<file path="src/rtl/spi_reg_ctrl_if.sv">
// SPI-byte and register-bus signal bundle for spi_reg_ctrl.
// Handshake: a byte transfers on every clk edge where spi_valid & spi_ready are both high; spi_tx_data is captured by the SPI slave on that same edge.
interface spi_reg_ctrl_if #(
    parameter int ADDR_WIDTH = 7
);
    logic                  spi_valid;
    logic                  spi_ready;
    logic [7:0]            spi_rx_data;
    logic [7:0]            spi_tx_data;
    logic [ADDR_WIDTH-1:0] reg_addr;
    logic                  reg_wr_en;
    logic [7:0]            reg_wdata;
    logic                  reg_rd_en;
    logic [7:0]            reg_rdata;

    modport master (
        input  spi_valid, spi_rx_data, reg_rdata,
        output spi_ready, spi_tx_data, reg_addr, reg_wr_en, reg_wdata, reg_rd_en
    );

    modport slave (
        output spi_valid, spi_rx_data, reg_rdata,
        input  spi_ready, spi_tx_data, reg_addr, reg_wr_en, reg_wdata, reg_rd_en
    );
endinterface

</file>
<file path="src/rtl/spi_reg_ctrl.sv">
// SPI command-byte decoder bridging received SPI bytes to a simple register bus.
// Frame: {rw, addr} command byte, then write data bytes or dummy bytes clocking out read data.
module spi_reg_ctrl #(
    parameter int         ADDR_WIDTH = 7,
    parameter logic [7:0] IDLE_TX    = 8'h00
) (
    input  logic               clk,
    input  logic               rstn,
    input  logic               spi_ss_n,
    spi_reg_ctrl_if.master     bus,
    output logic               busy,
    output logic [2:0]         state_dbg
);
    typedef enum logic [2:0] {
        S_IDLE      = 3'd0,
        S_CMD       = 3'd1,
        S_WR        = 3'd2,
        S_RD_FETCH  = 3'd3,
        S_RD_WAIT   = 3'd4,
        S_RD_STREAM = 3'd5
    } state_t;

    state_t                state, state_n;
    logic                  ss_meta, ss_s;
    logic [ADDR_WIDTH-1:0] addr, addr_n, reg_addr_n;
    logic [7:0]            tx_hold, tx_hold_n, tx_n, wdata_n;
    logic                  ready_n, wr_n, rd_n, busy_n, hs;

    assign hs        = bus.spi_valid & bus.spi_ready;
    assign state_dbg = state;

    always_ff @(posedge clk or negedge rstn) begin
        if (!rstn) begin
            ss_meta <= 1'b1;
            ss_s    <= 1'b1;
        end else begin
            ss_meta <= spi_ss_n;
            ss_s    <= ss_meta;
        end
    end

    // Outputs are registered from the next state, so they always describe the state being entered.
    always_comb begin
        state_n    = state;
        addr_n     = addr;
        tx_hold_n  = tx_hold;
        reg_addr_n = bus.reg_addr;
        wdata_n    = bus.reg_wdata;
        wr_n       = 1'b0;
        rd_n       = 1'b0;
        if (ss_s) begin
            state_n = S_IDLE;
        end else begin
            case (state)
                S_IDLE: state_n = S_CMD;
                S_CMD: begin
                    if (hs) begin
                        addr_n  = ADDR_WIDTH'(bus.spi_rx_data[6:0]);
                        state_n = bus.spi_rx_data[7] ? S_RD_FETCH : S_WR;
                    end
                end
                S_WR: begin
                    if (hs) begin
                        wr_n       = 1'b1;
                        reg_addr_n = addr;
                        wdata_n    = bus.spi_rx_data;
                        addr_n     = addr + ADDR_WIDTH'(1);
                    end
                end
                S_RD_FETCH: state_n = S_RD_WAIT;
                S_RD_WAIT: begin
                    tx_hold_n = bus.reg_rdata;
                    addr_n    = addr + ADDR_WIDTH'(1);
                    state_n   = S_RD_STREAM;
                end
                S_RD_STREAM: begin
                    if (hs) state_n = S_RD_FETCH;
                end
                default: state_n = S_IDLE;
            endcase
        end
        if (state_n == S_RD_FETCH) begin
            rd_n       = 1'b1;
            reg_addr_n = addr_n;
        end
        ready_n = !((state_n == S_RD_FETCH) || (state_n == S_RD_WAIT));
        tx_n    = (state_n == S_RD_STREAM) ? tx_hold_n : IDLE_TX;
        busy_n  = (state_n != S_IDLE);
    end

    always_ff @(posedge clk or negedge rstn) begin
        if (!rstn) begin
            state           <= S_IDLE;
            addr            <= '0;
            tx_hold         <= 8'h00;
            bus.spi_ready   <= 1'b0;
            bus.spi_tx_data <= IDLE_TX;
            bus.reg_addr    <= '0;
            bus.reg_wr_en   <= 1'b0;
            bus.reg_wdata   <= 8'h00;
            bus.reg_rd_en   <= 1'b0;
            busy            <= 1'b0;
        end else begin
            state           <= state_n;
            addr            <= addr_n;
            tx_hold         <= tx_hold_n;
            bus.spi_ready   <= ready_n;
            bus.spi_tx_data <= tx_n;
            bus.reg_addr    <= reg_addr_n;
            bus.reg_wr_en   <= wr_n;
            bus.reg_wdata   <= wdata_n;
            bus.reg_rd_en   <= rd_n;
            busy            <= busy_n;
        end
    end
endmodule

</file>
<file path="src/flat_wrapper.sv">
// flat-port wrapper written by rule: the top's interface ports become plain ports
module spi_reg_ctrl_flat 
#(
    parameter int         ADDR_WIDTH = 7,
    parameter logic [7:0] IDLE_TX    = 8'h00
)
  (clk, rstn, spi_ss_n, busy, state_dbg, bus_spi_valid, bus_spi_rx_data, bus_reg_rdata, bus_spi_ready, bus_spi_tx_data, bus_reg_addr, bus_reg_wr_en, bus_reg_wdata, bus_reg_rd_en);
  spi_reg_ctrl_if #(.ADDR_WIDTH(ADDR_WIDTH)) bus_i ();
  input  logic clk;
  input  logic rstn;
  input  logic spi_ss_n;
  output logic busy;
  output logic [2:0] state_dbg;
  input wire logic [$bits(bus_i.spi_valid)-1:0] bus_spi_valid;
  input wire logic [$bits(bus_i.spi_rx_data)-1:0] bus_spi_rx_data;
  input wire logic [$bits(bus_i.reg_rdata)-1:0] bus_reg_rdata;
  output wire logic [$bits(bus_i.spi_ready)-1:0] bus_spi_ready;
  output wire logic [$bits(bus_i.spi_tx_data)-1:0] bus_spi_tx_data;
  output wire logic [$bits(bus_i.reg_addr)-1:0] bus_reg_addr;
  output wire logic [$bits(bus_i.reg_wr_en)-1:0] bus_reg_wr_en;
  output wire logic [$bits(bus_i.reg_wdata)-1:0] bus_reg_wdata;
  output wire logic [$bits(bus_i.reg_rd_en)-1:0] bus_reg_rd_en;
  assign bus_i.spi_valid = bus_spi_valid;
  assign bus_i.spi_rx_data = bus_spi_rx_data;
  assign bus_i.reg_rdata = bus_reg_rdata;
  assign bus_spi_ready = bus_i.spi_ready;
  assign bus_spi_tx_data = bus_i.spi_tx_data;
  assign bus_reg_addr = bus_i.reg_addr;
  assign bus_reg_wr_en = bus_i.reg_wr_en;
  assign bus_reg_wdata = bus_i.reg_wdata;
  assign bus_reg_rd_en = bus_i.reg_rd_en;
  spi_reg_ctrl #(.ADDR_WIDTH(ADDR_WIDTH), .IDLE_TX(IDLE_TX)) u_core (.clk(clk), .rstn(rstn), .spi_ss_n(spi_ss_n), .bus(bus_i), .busy(busy), .state_dbg(state_dbg));
endmodule
</file>
<file path="config.mk">
export PLATFORM = sky130hd
export DESIGN_NAME = spi_reg_ctrl_flat
export DESIGN_NICKNAME = d
export VERILOG_FILES = /design/src/rtl/spi_reg_ctrl_if.sv /design/src/rtl/spi_reg_ctrl.sv /design/src/flat_wrapper.sv
export SDC_FILE = /design/constraint.sdc
export NUM_CORES = 1
export LEC_CHECK = 0
export ABC_CLOCK_PERIOD_IN_PS = 2900
export CAP_MARGIN = 25
export CORE_ASPECT_RATIO = 0.9
export CORE_MARGIN = 1
export CORE_UTILIZATION = 50
export CTS_CLUSTER_DIAMETER = 150
export CTS_CLUSTER_SIZE = 14
export DETAILED_ROUTE_END_ITERATION = 6
export PLACE_DENSITY_LB_ADDON = 0.15
export SKIP_LAST_GASP = 1
export SLEW_MARGIN = 20
export SYNTH_ARGS = -nofsm -noshare
export SYNTH_HDL_FRONTEND = slang
export SYNTH_SLANG_ARGS = --single-unit
</file>
<file path="constraint.sdc">
create_clock -name clk -period 2.9 [get_ports clk]
set_clock_uncertainty 0.2 [all_clocks]
set_input_delay 0.725 -clock clk [delete_from_list [all_inputs] [get_ports clk]]
set_output_delay 0.725 -clock clk [all_outputs]
set_load 0.1 [all_outputs]
</file>
After elaboration in Yosys (flattened, before gate mapping) --
Index checks and enable logic that the tools add are counted.
Operators by class: $add $sub $neg 1, equality and inequality tests 9, muxes and demuxes 20, bitwise gates (word level) 2, reduce and logical (&&, ||, !) cells 8
Operators by type and width (count):
- 7-bit 2-to-1 mux | 7
- 8-bit 2-to-1 mux | 3
- 7-bit one-hot mux with 3 select lines | 1
- 3-bit one-hot mux with 6 select lines | 1
- 3-bit == test (second input constant) | 4
- 3-bit by 2-bit == test with 1-bit output (second input constant) | 3
- 3-bit 2-to-1 mux | 3
- 7-bit by 1-bit adder with 7-bit output (second input constant) | 1
- 3-bit AND reduction | 2
- 1-bit 2-to-1 mux | 5
- 2-bit nonzero test | 2
- 3-bit by 1-bit == test with 1-bit output (second input constant) | 1
- 3-bit zero test | 1
- 3-bit nonzero test | 1
- 2-bit inequality test (second input constant) | 1
- 1-bit AND | 1
- 1-bit zero test | 1
- 1-bit logical OR | 1
- 1-bit inverter | 1
Word-level totals: register bits after elaboration 47, output and inout port bits 30, word-level logic and storage cells 52

Depth between registers and ports, before layout --
depth in word-level cells 7, mapped depth 7, mapped depth without buffers 6

Least setup slack after synthesis --
OpenSTA, ideal clock, no wires.
kind register to register, from register u_core.state[1], in the netlist u_core.state_dbg[1], to register u_core.bus.reg_wdata[3], arrival 2.353 ns, setup slack 0.221 ns, cell stages (with the launch flop) 6, clock period less this slack 2.679 ns, cells stage by stage dfrtp_1 > buf_6 > or3b_4 > nor3_4 > buf_6 > mux2_2
On the way: cells in the longest elaborated chain, start to end 2
Ends and longest elaborated chain:
- start, declared | line spi_reg_ctrl.sv:23 | state_t state, state_n;
- start signal, assigned | line spi_reg_ctrl.sv:104 | state <= state_n;
- 3-bit by 2-bit == test with 1-bit output | line spi_reg_ctrl.sv:54 | case (state)
- 3-bit AND reduction (no source line)
- end signal, assigned | line spi_reg_ctrl.sv:111 | bus.reg_wdata <= wdata_n;
- end, declared | line spi_reg_ctrl_if.sv:18 | output spi_ready, spi_tx_data, reg_addr, reg_wr_en, reg_wdata, reg_rd_en
Every way passes these cells. A chain may end at the register's enable or synchronous reset.

Final worst setup path --
from input port bus_spi_valid, to register u_core.bus.reg_addr[6]
On the way: elaborated cells between the ends (all ways) 15, those cells by class 2 x eq/ne; 9 x mux; 1 x bitwise; 3 x reduce/logical
RTL lines:
- start, declared | line flat_wrapper.sv:14 | input wire logic [$bits(bus_i.spi_valid)-1:0] bus_spi_valid;
- 1-bit AND (*) | line spi_reg_ctrl.sv:29 | assign hs = bus.spi_valid & bus.spi_ready;
- 7-bit 2-to-1 mux, on equally long branches | line spi_reg_ctrl.sv:63, spi_reg_ctrl.sv:57
- 7-bit one-hot mux with 3 select lines (*) | line spi_reg_ctrl.sv:54
- 7-bit 2-to-1 mux (*) | line spi_reg_ctrl.sv:51 | if (ss_s) begin
- named net u_core.addr_n[6] | line spi_reg_ctrl.sv:25 | logic [ADDR_WIDTH-1:0] addr, addr_n, reg_addr_n;
- 7-bit 2-to-1 mux (*) | line spi_reg_ctrl.sv:82 | if (state_n == S_RD_FETCH) begin
- end signal, assigned | line spi_reg_ctrl.sv:109 | bus.reg_addr <= reg_addr_n;
- end, declared | line spi_reg_ctrl_if.sv:18
Mark *: on every way through the listed nets, which the timed path passes. The rest lies on a longest branch.

==> impl_metrics.yaml <==
floorplan:
  core_um2: 4210
  start_util: 0.535
  io_pins: 50
  die_y_um: 65.7
  num_rows: 22
  dieWidth_um: 72.8
  die_area_um2: 4780
layout:
  layout.cells.non_filler: 313
  area_growth_pct: 27.6
  final_util: 0.683
  drive_above_1_share: 0.304
  nets: 273
  diodes: 0
global_routing:
  grt_pass1_wl_mm: 8.29
  antenna_found_initial: 0
  grt_max_degree: 48
  gr-usage-all-layers: 0.232
  grt-ovfl-total: 0
  grt_pass1_vias: 1698
sta:
  fin_tns_setup_ns: 0
  finalSetupViolCount: 0
  whs_ns: 0.161
  min_period_over_period: 0.875
  rsz0062_at_grt: "no"
  slew_headroom: 0.595
  fmax_ghz: 0.394
  hold_viol_final: 0
  tightest_slew_ns: 0.608
  maxSlewViolCount: 0
  layout_min_cycle_time_ns: 2.54
place:
  port_buffers: 49
  dp_hpwl_mm: 3.45
  place_inst: 305
  gp_congestion: 0.941
worst_setup_path:
  crit_arrival_ns: 2.52
  startpoint_type: "primary input"
  r2r_cells: 6
  setup.worst_path.end_class: "flip-flop"
  reg2reg_to: "u_core.bus.reg_addr[2]"
  cp.buffers_inverters: 1
  cp_slowest_cell: "clkdlybuf4s50_1"
  crit_chain: "clkdlybuf4s50_1, and2_1, mux2_2, a21oi_2, a31oi_1, a221o_1"
  r2r-start: "u_core.state_dbg[0]"
  rrSetupSlack_ns: 0.50
  critical_path_required_ns: 2.88
  path_depth: 6
  cpPeakStageDelay_ns: 0.53
  crit_fanout: 4
  criticalPathCategory: "in -> reg"
  crit_family: "compound AO/OA/AOI/OAI gates"
cts:
  clkTransAtPathRegs_ns: 0.08
  clock-root-buffer: "clkbuf_8"
  h-tree-depth: 2
  ctsResizeCount: 0
  ctsHoldBuffers: 0
  clk_latency_ns: 0.30
  cts_tree: "yes"
  clock_sinks: 47
  cts_inserted_buffers: 5
  clk_path_buf_depth: 2
  post_cts_buffers: 0
detailed_routing:
  drt_first_pass_iters: 5
  route.vias.total: 1757
  drt_iter0_markers: 126
  drc: 0
  wl_per_cell_um: 15.5
  wirelength_mm: 4.86
  vias_per_cell: 5.61
  ant_nets: 0
worst_hold_path:
  min_delay_path_depth: 0
  hp-class: "reg -> reg"
  min_from: "u_core.ss_meta"
  whs_endpoint: "u_core.ss_s"
synth:
  netlist_area_um2: 2250
  synth_async_sr_flop_share: 1.00
  synth_edf_count: 0
  synthFlopType: "dfrtp_1"
  yosysTopAreaCell: "dfrtp_1"
  syn-num-nets: 218
  synth.distinct_cells: 49
  synth_seq_cells: 47
  synth_top_cell_area_share: 0.499
  postSynthAreaPerCell_um2: 11.4
  ys.warnings.count: 0
  netlist_instances: 197
  synthTopCellsByArea: "dfrtp_1, mux2_2, a21oi_1"
  yosysSeqAreaShare: 0.523
power_and_ir_drop:
  p_leak_nw: 1.26
  powerDensity_nw_per_um2: 819
  ir_drop_mv: 0.520
run_status:
  status: "completed"
job:
  drv_cap: 0
## layout by cell type, fill, tap and decap left out, types with 2 or more instances in the layout
master / Yosys / final
dfrtp_1: 45 / 45
buf_4: 1 / 39
clkdlybuf4s50_1: 0 / 18
mux2_2: 17 / 17
a21oi_1: 15 / 15
nand2_1: 11 / 11
o21ai_0: 10 / 10
nor2_1: 9 / 9
nor2b_1: 8 / 8
clkbuf_8: 0 / 6
nand3_1: 5 / 5
nor3b_1: 4 / 4
a22oi_1: 4 / 4
inv_1: 3 / 3
a21o_1: 3 / 3
nor3_1: 3 / 3
a211oi_1: 3 / 3
nand4b_1: 2 / 2
nand4_1: 2 / 2
xnor2_1: 2 / 2
nor4_1: 2 / 2
a221oi_1: 2 / 2
nor3b_2: 2 / 2
a221o_1: 2 / 2
o2bb2ai_1: 2 / 2
o22a_1: 2 / 2
nand3b_1: 2 / 2
o211ai_1: 2 / 2
a31oi_1: 2 / 2
o21a_1: 2 / 2
mux2i_1: 2 / 2
buf_12: 0 / 2
dfstp_2: 2 / 2
## where the power goes
| part | internal, mW | switching (mW) |
|---|---|---|
| registers | 0.787 | 0.111 |
| logic | 0.293 | 0.753 |
| clock network | 0.195 | 0.218 |
## state kept, by name, indices dropped and copies added, names as in the netlist, 3 cells and up
register / flops
u_core.addr: 7
u_core.bus.reg_addr: 7
u_core.bus.reg_wdata: 8
u_core.bus.spi_tx_data: 8
u_core.state_dbg: 3
u_core.tx_hold: 8
## metrics by stage
step | instance area [um^2] | power (mW) | setup WS, ns
3_3_place_gp | 2780 | 1.94 | 0.146
6_report | 2880 | 2.36 | 0.362
4_1_cts | 2880 | 2.37 | 0.386
5_1_grt | 2880 | 2.47 | 0.271
3_5_place_dp | 2780 | 1.95 | 0.0672
2_1_floorplan | 2250 | 1.71 | 0.221
## synthesized netlist by cell type (2+ instances only)
library cell and n:
dfrtp_1 45, mux2_2 17, a21oi_1 15, nand2_1 11
o21ai_0 10, nor2_1 9, nor2b_1 8, clkbuf_1 5
nand3_1 5, a22oi_1 4, nor3b_1 4, a211oi_1 3
a21o_1 3, buf_2 3, inv_1 3, nor3_1 3
a221o_1 2, a221oi_1 2, a31oi_1 2, buf_6 2
dfstp_2 2, mux2i_1 2, nand3b_1 2, nand4_1 2
nand4b_1 2, nor3b_2 2, nor4_1 2, o211ai_1 2
o21a_1 2, o22a_1 2, o2bb2ai_1 2, xnor2_1 2
## how the worst max path moves through the flow
stage	startpoint	end	slack, ns
6_report	bus_spi_valid	u_core.bus.reg_addr[6]	0.36
5_1_grt	bus_spi_valid	u_core.bus.reg_addr[4]	0.27
2_1_floorplan	u_core.state_dbg[1]	u_core.bus.reg_wdata[3]	0.22
4_1_cts	bus_spi_valid	u_core.bus.reg_addr[6]	0.39
3_3_place_gp	bus_spi_valid	u_core.bus.reg_addr[6]	0.15
3_5_place_dp	bus_spi_valid	u_core.bus.reg_addr[6]	0.07
## routing by layer
| metal | routed length, um | vias up | part of all wire | track usage |
|---|---|---|---|---|
| met3 | 294 | 8 | 0.060 | 0.0567 |
| met5 | 0 | - | 0 | 0 |
| li1 | - | 831 | - | - |
| met1 | 2370 | 850 | 0.49 | 0.342 |
| met2 | 2160 | 68 | 0.44 | 0.331 |
| met4 | 40 | 0 | 0.0082 | 0.0809 |
## area by class of cell
type / instances / area, um^2
Fill cell: 351 / 1330
Sequential cell: 47 / 1180
Multi-Input combinational cell: 135 / 996
Timing Repair Buffer: 60 / 518
Clock buffer: 6 / 82.6
Tap cell: 60 / 75.1
Clock inverter: 2 / 16.3
Inverter: 3 / 11.3
## cell families after synthesis
family | after synthesis | share of synthesized area
adders and majority gates | 1 | 0.00555
xor gates and xnor gates | 3 | 0.0117
AOI/OAI and AO/OA | 56 | 0.176
and+or+nand+nor | 56 | 0.154
muxes | 19 | 0.0938
DFF | 47 | 0.523
buffers and inverters | 15 | 0.0355
Note: power is estimated with default switching activity, not from simulation.
